## config.mk

```make
export PLATFORM = sky130hd
export DESIGN_NAME = gb_cpu_interrupt_ctrl
export DESIGN_NICKNAME = d
export VERILOG_FILES = /design/src/rtl/gb_cpu_common_pkg.sv /design/src/rtl/gb_cpu_irq_priority.sv /design/src/rtl/gb_cpu_interrupt_ctrl.sv
export SDC_FILE = /design/constraint.sdc
export NUM_CORES = 1
export LEC_CHECK = 0
export BUFFER_PORTS_ARGS = -buffer_cell sky130_fd_sc_hd__buf_2
export CORE_AREA = 5 5 72 58
export DETAILED_ROUTE_END_ITERATION = 16
export DIE_AREA = 0 0 77 63
export GPL_TIMING_DRIVEN = 0
export PLACE_DENSITY = 0.7
export SYNTH_ARGS = -nofsm -noshare
export SYNTH_HDL_FRONTEND = slang
export SYNTH_SLANG_ARGS = --single-unit
export TNS_END_PERCENT = 20
```

## constraint.sdc

```tcl
create_clock -name clk -period 4.4 [get_ports clk]
set_input_delay 0.88 -clock clk [delete_from_list [all_inputs] [get_ports clk]]
set_output_delay 0.88 -clock clk [all_outputs]
set_load 0.005 [all_outputs]
```

## src/rtl/gb_cpu_common_pkg.sv

```systemverilog
// Shared types and constants for the CPU interrupt controller.
package gb_cpu_common_pkg;

  // Interrupt dispatch sequence, one M-cycle per state.
  typedef enum logic [2:0] {
    DS_IDLE    = 3'd0,
    DS_WAIT    = 3'd1,
    DS_DEC_SP  = 3'd2,
    DS_PUSH_HI = 3'd3,
    DS_PUSH_LO = 3'd4,
    DS_JUMP    = 3'd5
  } dispatch_state_t;

  localparam logic [15:0] IF_ADDR = 16'hFF0F;
  localparam logic [15:0] IE_ADDR = 16'hFFFF;

  // Returns {valid, index} of the lowest set bit; bit 0 has the highest priority.
  function automatic logic [3:0] irqPriorityVector(input logic [4:0] pend);
    logic [3:0] result;
    result = 4'b0000;
    for (int i = 4; i >= 0; i--) begin
      if (pend[i]) begin
        result = {1'b1, 3'(i)};
      end
    end
    return result;
  endfunction

endpackage

```

## src/rtl/gb_cpu_irq_priority.sv

```systemverilog
// Lowest-bit priority encoder plus vector adder for the interrupt sources.
module gb_cpu_irq_priority
  import gb_cpu_common_pkg::*;
#(
  parameter int          NUM_IRQ     = 5,
  parameter logic [7:0]  VECTOR_BASE = 8'h40
) (
  input  logic [NUM_IRQ-1:0] pend_i,
  output logic               valid_o,
  output logic [2:0]         index_o,
  output logic [7:0]         vector_o
);

  logic [4:0] pend_pad;
  logic [3:0] prio;

  // Widen the request set to the encoder's fixed five inputs.
  for (genvar gi = 0; gi < 5; gi++) begin : g_pad
    if (gi < NUM_IRQ) begin : g_used
      assign pend_pad[gi] = pend_i[gi];
    end else begin : g_unused
      assign pend_pad[gi] = 1'b0;
    end
  end

  assign prio     = irqPriorityVector(pend_pad);
  assign valid_o  = prio[3];
  assign index_o  = prio[2:0];
  // Source n jumps to VECTOR_BASE + 8*n.
  assign vector_o = VECTOR_BASE + {2'b00, prio[2:0], 3'b000};

endmodule

```

## src/rtl/gb_cpu_interrupt_ctrl.sv

```systemverilog
// IME / IF / IE ownership, priority resolution and the 5-M-cycle dispatch sequencer.
module gb_cpu_interrupt_ctrl
  import gb_cpu_common_pkg::*;
#(
  parameter int         NUM_IRQ     = 5,
  parameter logic [7:0] VECTOR_BASE = 8'h40
) (
  input  logic               clk,
  input  logic               reset,
  input  logic [NUM_IRQ-1:0] irq_req,
  input  logic [15:0]        bus_addr,
  input  logic [7:0]         bus_wdata,
  input  logic               bus_wren,
  output logic [7:0]         bus_rdata,
  input  logic               ei,
  input  logic               di,
  input  logic               reti,
  input  logic               halt,
  input  logic               last_m_cycle,
  output logic               interrupt_queued,
  output logic               interrupt_queued_no_IME,
  output logic               enable_interrupts_delayed,
  output logic               halt_bug_delay,
  output logic               write_interrupt_vector,
  output logic [7:0]         interrupt_vector,
  output logic [2:0]         dispatch_state,
  output logic               ime
);

  logic [NUM_IRQ-1:0] if_q, if_d;
  logic [7:0]         ie_q, ie_d;
  logic               ime_q, ime_d;
  logic               ei_pending_q, ei_pending_d;
  logic [7:0]         vector_q, vector_d;
  logic               halt_cond_q;
  dispatch_state_t    state_q, state_d;

  logic [NUM_IRQ-1:0] pend_bits;
  logic [NUM_IRQ-1:0] clr_mask;
  logic               pending;
  logic [2:0]         prio_index;
  logic [7:0]         prio_vector;
  logic               dispatching;
  logic               dispatch_start;
  logic               halt_cond;
  logic               if_wr;
  logic               ie_wr;

  assign pend_bits   = ie_q[NUM_IRQ-1:0] & if_q;
  assign dispatching = (state_q != DS_IDLE);
  assign if_wr       = bus_wren && (bus_addr == IF_ADDR);
  assign ie_wr       = bus_wren && (bus_addr == IE_ADDR);

  // Same encoder drives the pending flag and the vector chosen at push-low.
  gb_cpu_irq_priority #(
    .NUM_IRQ    (NUM_IRQ),
    .VECTOR_BASE(VECTOR_BASE)
  ) u_prio (
    .pend_i  (pend_bits),
    .valid_o (pending),
    .index_o (prio_index),
    .vector_o(prio_vector)
  );

  // One-hot clear for the IF bit being serviced.
  for (genvar gi = 0; gi < NUM_IRQ; gi++) begin : g_clr
    assign clr_mask[gi] = pending && (prio_index == 3'(gi));
  end

  // Dispatch sequencer: start on an instruction boundary or out of HALT.
  always_comb begin
    state_d        = state_q;
    dispatch_start = 1'b0;
    case (state_q)
      DS_IDLE: begin
        if (ime_q && pending && (last_m_cycle || halt)) begin
          state_d        = DS_WAIT;
          dispatch_start = 1'b1;
        end
      end
      DS_WAIT:    state_d = DS_DEC_SP;
      DS_DEC_SP:  state_d = DS_PUSH_HI;
      DS_PUSH_HI: state_d = DS_PUSH_LO;
      DS_PUSH_LO: state_d = DS_JUMP;
      DS_JUMP:    state_d = DS_IDLE;
      default:    state_d = DS_IDLE;
    endcase
  end

  // Register next-state: IF write/clear/request ordering, IE, IME/EI delay, vector latch.
  always_comb begin
    if_d         = if_q;
    ie_d         = ie_q;
    ime_d        = ime_q;
    ei_pending_d = ei_pending_q;
    vector_d     = vector_q;

    if (if_wr) begin
      if_d = bus_wdata[NUM_IRQ-1:0];
    end
    // Priority is re-resolved here so an IE write during push-high can cancel.
    if (state_q == DS_PUSH_LO) begin
      if (pending) begin
        vector_d = prio_vector;
        if_d     = if_d & ~clr_mask;
      end else begin
        vector_d = 8'h00;
      end
    end
    // A same-cycle request beats both the bus write and the dispatch clear.
    if_d = if_d | irq_req;

    if (ie_wr) begin
      ie_d = bus_wdata;
    end

    if (dispatch_start) begin
      // Entering the handler supersedes any IME effect of the finishing instruction.
      ime_d        = 1'b0;
      ei_pending_d = 1'b0;
    end else if (!dispatching && last_m_cycle) begin
      if (di) begin
        ime_d        = 1'b0;
        ei_pending_d = 1'b0;
      end else begin
        // The instruction after EI completes the delay; a second EI re-arms the window.
        if (ei_pending_q || reti) begin
          ime_d = 1'b1;
        end
        ei_pending_d = ei;
      end
    end
  end

  // State registers with synchronous active-low reset.
  always_ff @(posedge clk) begin
    if (!reset) begin
      if_q         <= '0;
      ie_q         <= 8'h00;
      ime_q        <= 1'b0;
      ei_pending_q <= 1'b0;
      vector_q     <= 8'h00;
      halt_cond_q  <= 1'b0;
      state_q      <= DS_IDLE;
    end else begin
      if_q         <= if_d;
      ie_q         <= ie_d;
      ime_q        <= ime_d;
      ei_pending_q <= ei_pending_d;
      vector_q     <= vector_d;
      halt_cond_q  <= halt_cond;
      state_q      <= state_d;
    end
  end

  // Register reads are combinational; unmapped addresses float high.
  always_comb begin
    bus_rdata = 8'hFF;
    if (bus_addr == IF_ADDR) begin
      bus_rdata[NUM_IRQ-1:0] = if_q;
    end else if (bus_addr == IE_ADDR) begin
      bus_rdata = ie_q;
    end
  end

  // Halt bug fires once on the first cycle the condition holds.
  assign halt_cond = halt && !ime_q && pending && !ei_pending_q && !dispatching;
  assign halt_bug_delay = halt_cond && !halt_cond_q;

  assign interrupt_queued          = ime_q && pending && !dispatching;
  assign interrupt_queued_no_IME   = !ime_q && pending;
  assign enable_interrupts_delayed = ei_pending_q;
  assign write_interrupt_vector    = (state_q == DS_JUMP);
  assign interrupt_vector          = vector_q;
  assign dispatch_state            = state_q;
  assign ime                       = ime_q;

endmodule

```

[Word level (Yosys, flattened, before mapping)]
Cells that the tools add are included.
Storage, ports and cells
  bits in registers: 27
  output and inout port bits: 25
  logic and storage cells: 73
Operators by class
  add/sub/neg operators: 1
  equal/unequal tests: 12
  multiplexer cells: 19
  bitwise logic cells: 5
  reduce and logical (&&, ||, !) cells: 29
Operators with widths (number)
  $eq A16 B16 Y1 const B: 2
  $mux W4: 5
  $mux W5: 4
  $logic_and A1 B1 Y1: 17
  $mux W8: 2
  $pmux W3 S5: 1
  $eq A3 B2 Y1 const B: 4
  $and A5 B5 Y5: 2
  $eq A3 B3 Y1 const B: 3
  $add A7 B6 Y8 const A: 1
  $eq A3 B1 Y1 const B: 2
  $logic_not A3 Y1: 2
  $mux W3: 2
  $mux W1: 5
  $not A5 Y5: 1
  $or A5 B5 Y5: 1
  $logic_not A1 Y1: 4
  $reduce_bool A3 Y1: 1
  $logic_or A1 B1 Y1: 2
  $ne A2 B2 Y1 const B: 1
  $reduce_and A2 Y1: 1
  $reduce_bool A2 Y1: 1
  $reduce_or A2 Y1: 1
  $not A1 Y1: 1

[Depth between registers and ports, before layout]
  depth in word-level cells: 13
  gate-level depth with buffers: 5

[Hierarchy]
A second synthesis with hierarchy kept.
Unflattened totals
  cell total of the unflattened synthesis: 169
  area, all modules: 1468.9 um2
By module, submodules not included
  gb_cpu_interrupt_ctrl: times used 1, cells an instance 151, area an instance 1352.5 um2, seq. area each 540.5 um2
  gb_cpu_irq_priority: times used 1, cells an instance 18, area an instance 116.4 um2, seq. area each 0.0 um2

[Least setup slack after synthesis]
No wires, ideal clock.
  path kind: input port to output port
  start point: in bus_addr[14]
  end point: out bus_rdata[5]
  arrival: 1.923 ns
  data required time: 3.520 ns
  setup slack: 1.597 ns
  stages on the path: 4
  buffers on the path: 1
  cell sequence: nand4_2 -> or4_4 -> buf_6 -> or2_1
Between the ends
  word-level cells in the longest chain between the ends: 3
  elaborated cells on any way between the ends: 4
  those cells by class: eq/ne: 2; mux: 2
Ends and longest elaborated chain
  start, declared: RTL line gb_cpu_interrupt_ctrl.sv:11  | input logic [15:0] bus_addr,
  $eq A16 B16 Y1: RTL line gb_cpu_interrupt_ctrl.sv:161  | end else if (bus_addr == IE_ADDR) begin
  $mux W8: RTL line gb_cpu_interrupt_ctrl.sv:161
  $mux W3 *: RTL line gb_cpu_interrupt_ctrl.sv:159  | if (bus_addr == IF_ADDR) begin
  end, declared: RTL line gb_cpu_interrupt_ctrl.sv:14  | output logic [7:0] bus_rdata,
Every way passes the cells marked *; elsewhere a longest branch is shown, timed or not.

[Worst setup path in the final report]
  start point: in bus_addr[7]
  end point: out bus_rdata[2]
Between the ends
  word-level cells in the longest chain between the ends: 3
  elaborated cells on any way between the ends: 4
  those cells by class: eq/ne: 2; mux: 2
Ends and longest elaborated chain (RTL line)
  $eq A16 B16 Y1: gb_cpu_interrupt_ctrl.sv:161
  $mux W8: gb_cpu_interrupt_ctrl.sv:161
  $mux W5 *: gb_cpu_interrupt_ctrl.sv:159
Marked as above.

==> run summary <==
The run finished with clean final reports. The final total power is 0.400 mW. The worst path in the final design needs a cycle of 3.09 ns, including I/O delays and setup.

In the final routed layout, each cell accounts on average for 13.5 um. Dividing the final minimum period by the clock period gives 70.3%. For this design the ratio of total power to cell area is 230 nW/um^2. A synthesized cell averages 8.37 um^2. For the number of fillers in the final layout, the log shows 341.

The run gives 0 as the number of antenna violations at the first check in global routing. The global-route congestion overflow total was 0; the number of antenna-violating nets in the routed design was 0. Setup repair after global routing left no endpoint under its margin. For the sink count of the clock tree, the log shows 23. The run gives 0.27 ns as the clock insertion delay at the later pin of the skew report.

The final routed DRC violation total is 0. Yosys mapped the design onto 45 distinct sky130hd cell types. Number of cells upsized or downsized after cts: 0. The final number of hold-violating endpoints was 0. The number of global-route vias before repair is 1273, and the final wirelength is 3.60 mm. Setup violations remaining at the end of the flow were counted as 0.

0 antenna diodes ended up in the layout. The post-route netlist has 35.3% of its cells at a drive strength greater than 1. The measured slew at the worst slew-check pin works out to 0.531 ns. The register clock-pin slew on the reported worst setup and hold paths is 0.09 ns.

The maximum level of the CTS H-tree was 1; the number of flops mapped to enable cells by yosys was 0. At the end of the flow, the number of nets in the layout was 262. Data on the critical path is required at its endpoint by 3.52 ns. The logs give 170 uV for the worst supply voltage drop on vdd and 0.455 ns for the worst hold-check slack. TritonCTS built the clock tree. The pre-CTS setup slack was 1.31 ns.

Number of slew-limit violations in the final report: 0. For this block, the initial DRC count from the detailed router was 105. After floorplanning, the core was divided into 19 placement rows. Most instantiated flip-flop cell in the synthesis netlist: sky130_fd_sc_hd__dfxtp_1. The number of detailed-routing iterations run before antenna repair is 4. The cell area that synthesis handed to floorplanning was 1350 um^2. Setup total negative slack on the finished layout was measured at 0 ns. The total placed instance area was 1690 um^2; the vertical die dimension was 63 um. For this run, the top clock speed supported by timing is 323 MHz. Detailed placement finished with a half-perimeter wire length of 2.83 mm. The sequential fraction of the synthesis area is 34.2%. The tools report the critical path endpoint category as a primary output. In this run, post-CTS hold repair placed 0 buffers.

The core region is 3450 um^2. Entering global routing, the biggest net connects 14 pins. For the final instance area, the log shows 1740 um^2. After detailed routing, the number of vias per cell comes to 5.30.

The floorplan step defined a die boundary enclosing 4850 um^2. The count of synthesis-stage warnings from yosys was 0; the largest driver fanout on the critical path was 10. The flip-flop and latch count after synthesis came out at 23. Global routing used 14.8% of the available tracks across all layers. Once routing completed, OpenROAD measured the worst setup slack at 1.31 ns. Summed over all cells, the static leakage comes to 0.723 nW. The count of input and output buffers works out to 56. The tools report the placer's final routability congestion estimate as 0.800.

For the relative slew slack, the log shows 64.6%. The first-pass GRT wire length was 5.98 mm; the max-capacitance violation count was 0. Clock tree synthesis selected as its root buffer the cell sky130_fd_sc_hd__clkbuf_8. STA puts the critical path data arrival time at 2.21 ns. 62 I/O pins were placed. STA classifies the critical path startpoint as an input pin. Async set or reset register ratio after synthesis: 0%. For the final database, setup skew stands at 0.00931 ns.

By startpoint and endpoint, the worst setup path is classified as in -> out. The die span in x works out to 77 um. The class of the tightest hold or removal check is reg -> reg. The tools report the number of buffers created by CTS as 3. The routed layout has 1411 vias. Once the clock tree was built, the setup fixing pass inserted 0 buffers. The initial cell density of the core is 39.1%, and the number of buffers on the longest clock path is 2. The run gives 161 as the synthesized netlist cell count. The area growth from synthesis to layout is 29.0%.
==> per-stage QoR <==
step / util [%] / std cells
final: 50.4 / 266
after global routing: 50.4 / 266
after CTS: 50.4 / 266
after detailed placement: 49.1 / 262
after global placement: 49.1 / 262
after floorplan: - / 164
==> cell usage after synthesis (all sizes together), types with 4 or more instances <==
library cell / number / area share (%)
o211ai: 4 / 2.2
nand2: 18 / 5.0
a21oi: 14 / 5.2
nor2: 8 / 2.2
o21ai: 11 / 4.1
dfxtp: 23 / 34
buf: 8 / 4.2
nand4: 10 / 7.8
or2: 4 / 1.9
and2: 5 / 2.4
clkbuf: 4 / 1.1
nand3: 14 / 5.2
o22a: 5 / 3.2
==> registers in the layout, indices dropped and copies added (netlist names) <==
register	cells
dispatch_state	3
halt_cond_q	1
ie_q	8
if_q	5
interrupt_vector	4
enable_interrupts_delayed	1
ime	1
==> worst max-delay path: stages <==
cell and delay, ns:
sky130_fd_sc_hd__buf_2 0.09, sky130_fd_sc_hd__nand4_2 0.26, sky130_fd_sc_hd__or4_4 0.50, sky130_fd_sc_hd__buf_6 0.16, sky130_fd_sc_hd__o22a_1 0.20, sky130_fd_sc_hd__buf_2 0.13
==> layout by cell type, fill, tap and decap left out, types with 2 or more instances in the layout <==
cell	count
sky130_fd_sc_hd__buf_2	59
sky130_fd_sc_hd__dfxtp_1	23
sky130_fd_sc_hd__nand2_1	18
sky130_fd_sc_hd__nand3_1	14
sky130_fd_sc_hd__a21oi_1	14
sky130_fd_sc_hd__o21ai_0	10
sky130_fd_sc_hd__nor2_1	8
sky130_fd_sc_hd__nand4_1	6
sky130_fd_sc_hd__o22a_1	5
sky130_fd_sc_hd__clkbuf_1	4
sky130_fd_sc_hd__and2_1	4
sky130_fd_sc_hd__o211ai_1	4
sky130_fd_sc_hd__buf_4	4
sky130_fd_sc_hd__conb_1	4
sky130_fd_sc_hd__or2_1	3
sky130_fd_sc_hd__inv_1	3
sky130_fd_sc_hd__clkbuf_8	3
sky130_fd_sc_hd__nand4_4	2
sky130_fd_sc_hd__nand4_2	2
sky130_fd_sc_hd__nor3_1	2
sky130_fd_sc_hd__a22oi_1	2
sky130_fd_sc_hd__and3_1	2
sky130_fd_sc_hd__nand4b_1	2
sky130_fd_sc_hd__a31oi_1	2
sky130_fd_sc_hd__nand3b_1	2
==> report_power, final <==
group / switching, mW / internal (mW) / total (mW) / leakage (nW)
clock network: 0.0689 / 0.0633 / 0.132 / 0.0255
registers: 0.00585 / 0.213 / 0.219 / 0.187
logic: 0.0247 / 0.0235 / 0.0482 / 0.510
==> final cells by class <==
type	instances	area [um^2]	share of cell area [%]
sequential	23	460	26.5
multi-input combinational	126	816	46.9
clock inverter	1	5.00	0.288
timing repair buffer	56	280	16.1
inverter	3	11.3	0.648
clock buffer	3	41.3	2.38
buffer	12	71.3	4.10
tap	42	52.6	3.02
==> worst paths after layout <==
path | startpoint | cells past startpoint | slack (ns) | to
worst max-delay path | bus_addr[7] | 6 | 1.31 | bus_rdata[2]
worst min-delay path | interrupt_vector[3] | 2 | 0.46 | interrupt_vector[3]
worst max register to register | dispatch_state[2] | 4 | 2.78 | if_q[2]
worst min register to register | interrupt_vector[3] | 2 | 0.46 | interrupt_vector[3]
==> cells by family (layout without fill, tap and decap cells) <==
| group | count (synthesis) | count (layout) | synth area share (%) |
|---|---|---|---|
| simple gates | 76 | 76 | 37.3 |
| other cells | 1 | 4 | 0.278 |
| buf+inv | 15 | 75 | 6.13 |
| flops | 23 | 23 | 34.2 |
| compound gates | 45 | 45 | 21.4 |
| xor+xnor | 1 | 1 | 0.650 |
==> per-layer routing <==
metal | vias up | GRT usage [%] | routed length (um)
met2 | 45 | 23.0 | 1610
met3 | 2 | 4.03 | 253
met4 | 0 | 2.58 | 21
met5 | - | 0 | 0
li1 | 722 | - | -
met1 | 642 | 20.6 | 1720
(Power assumes the default switching activity.)
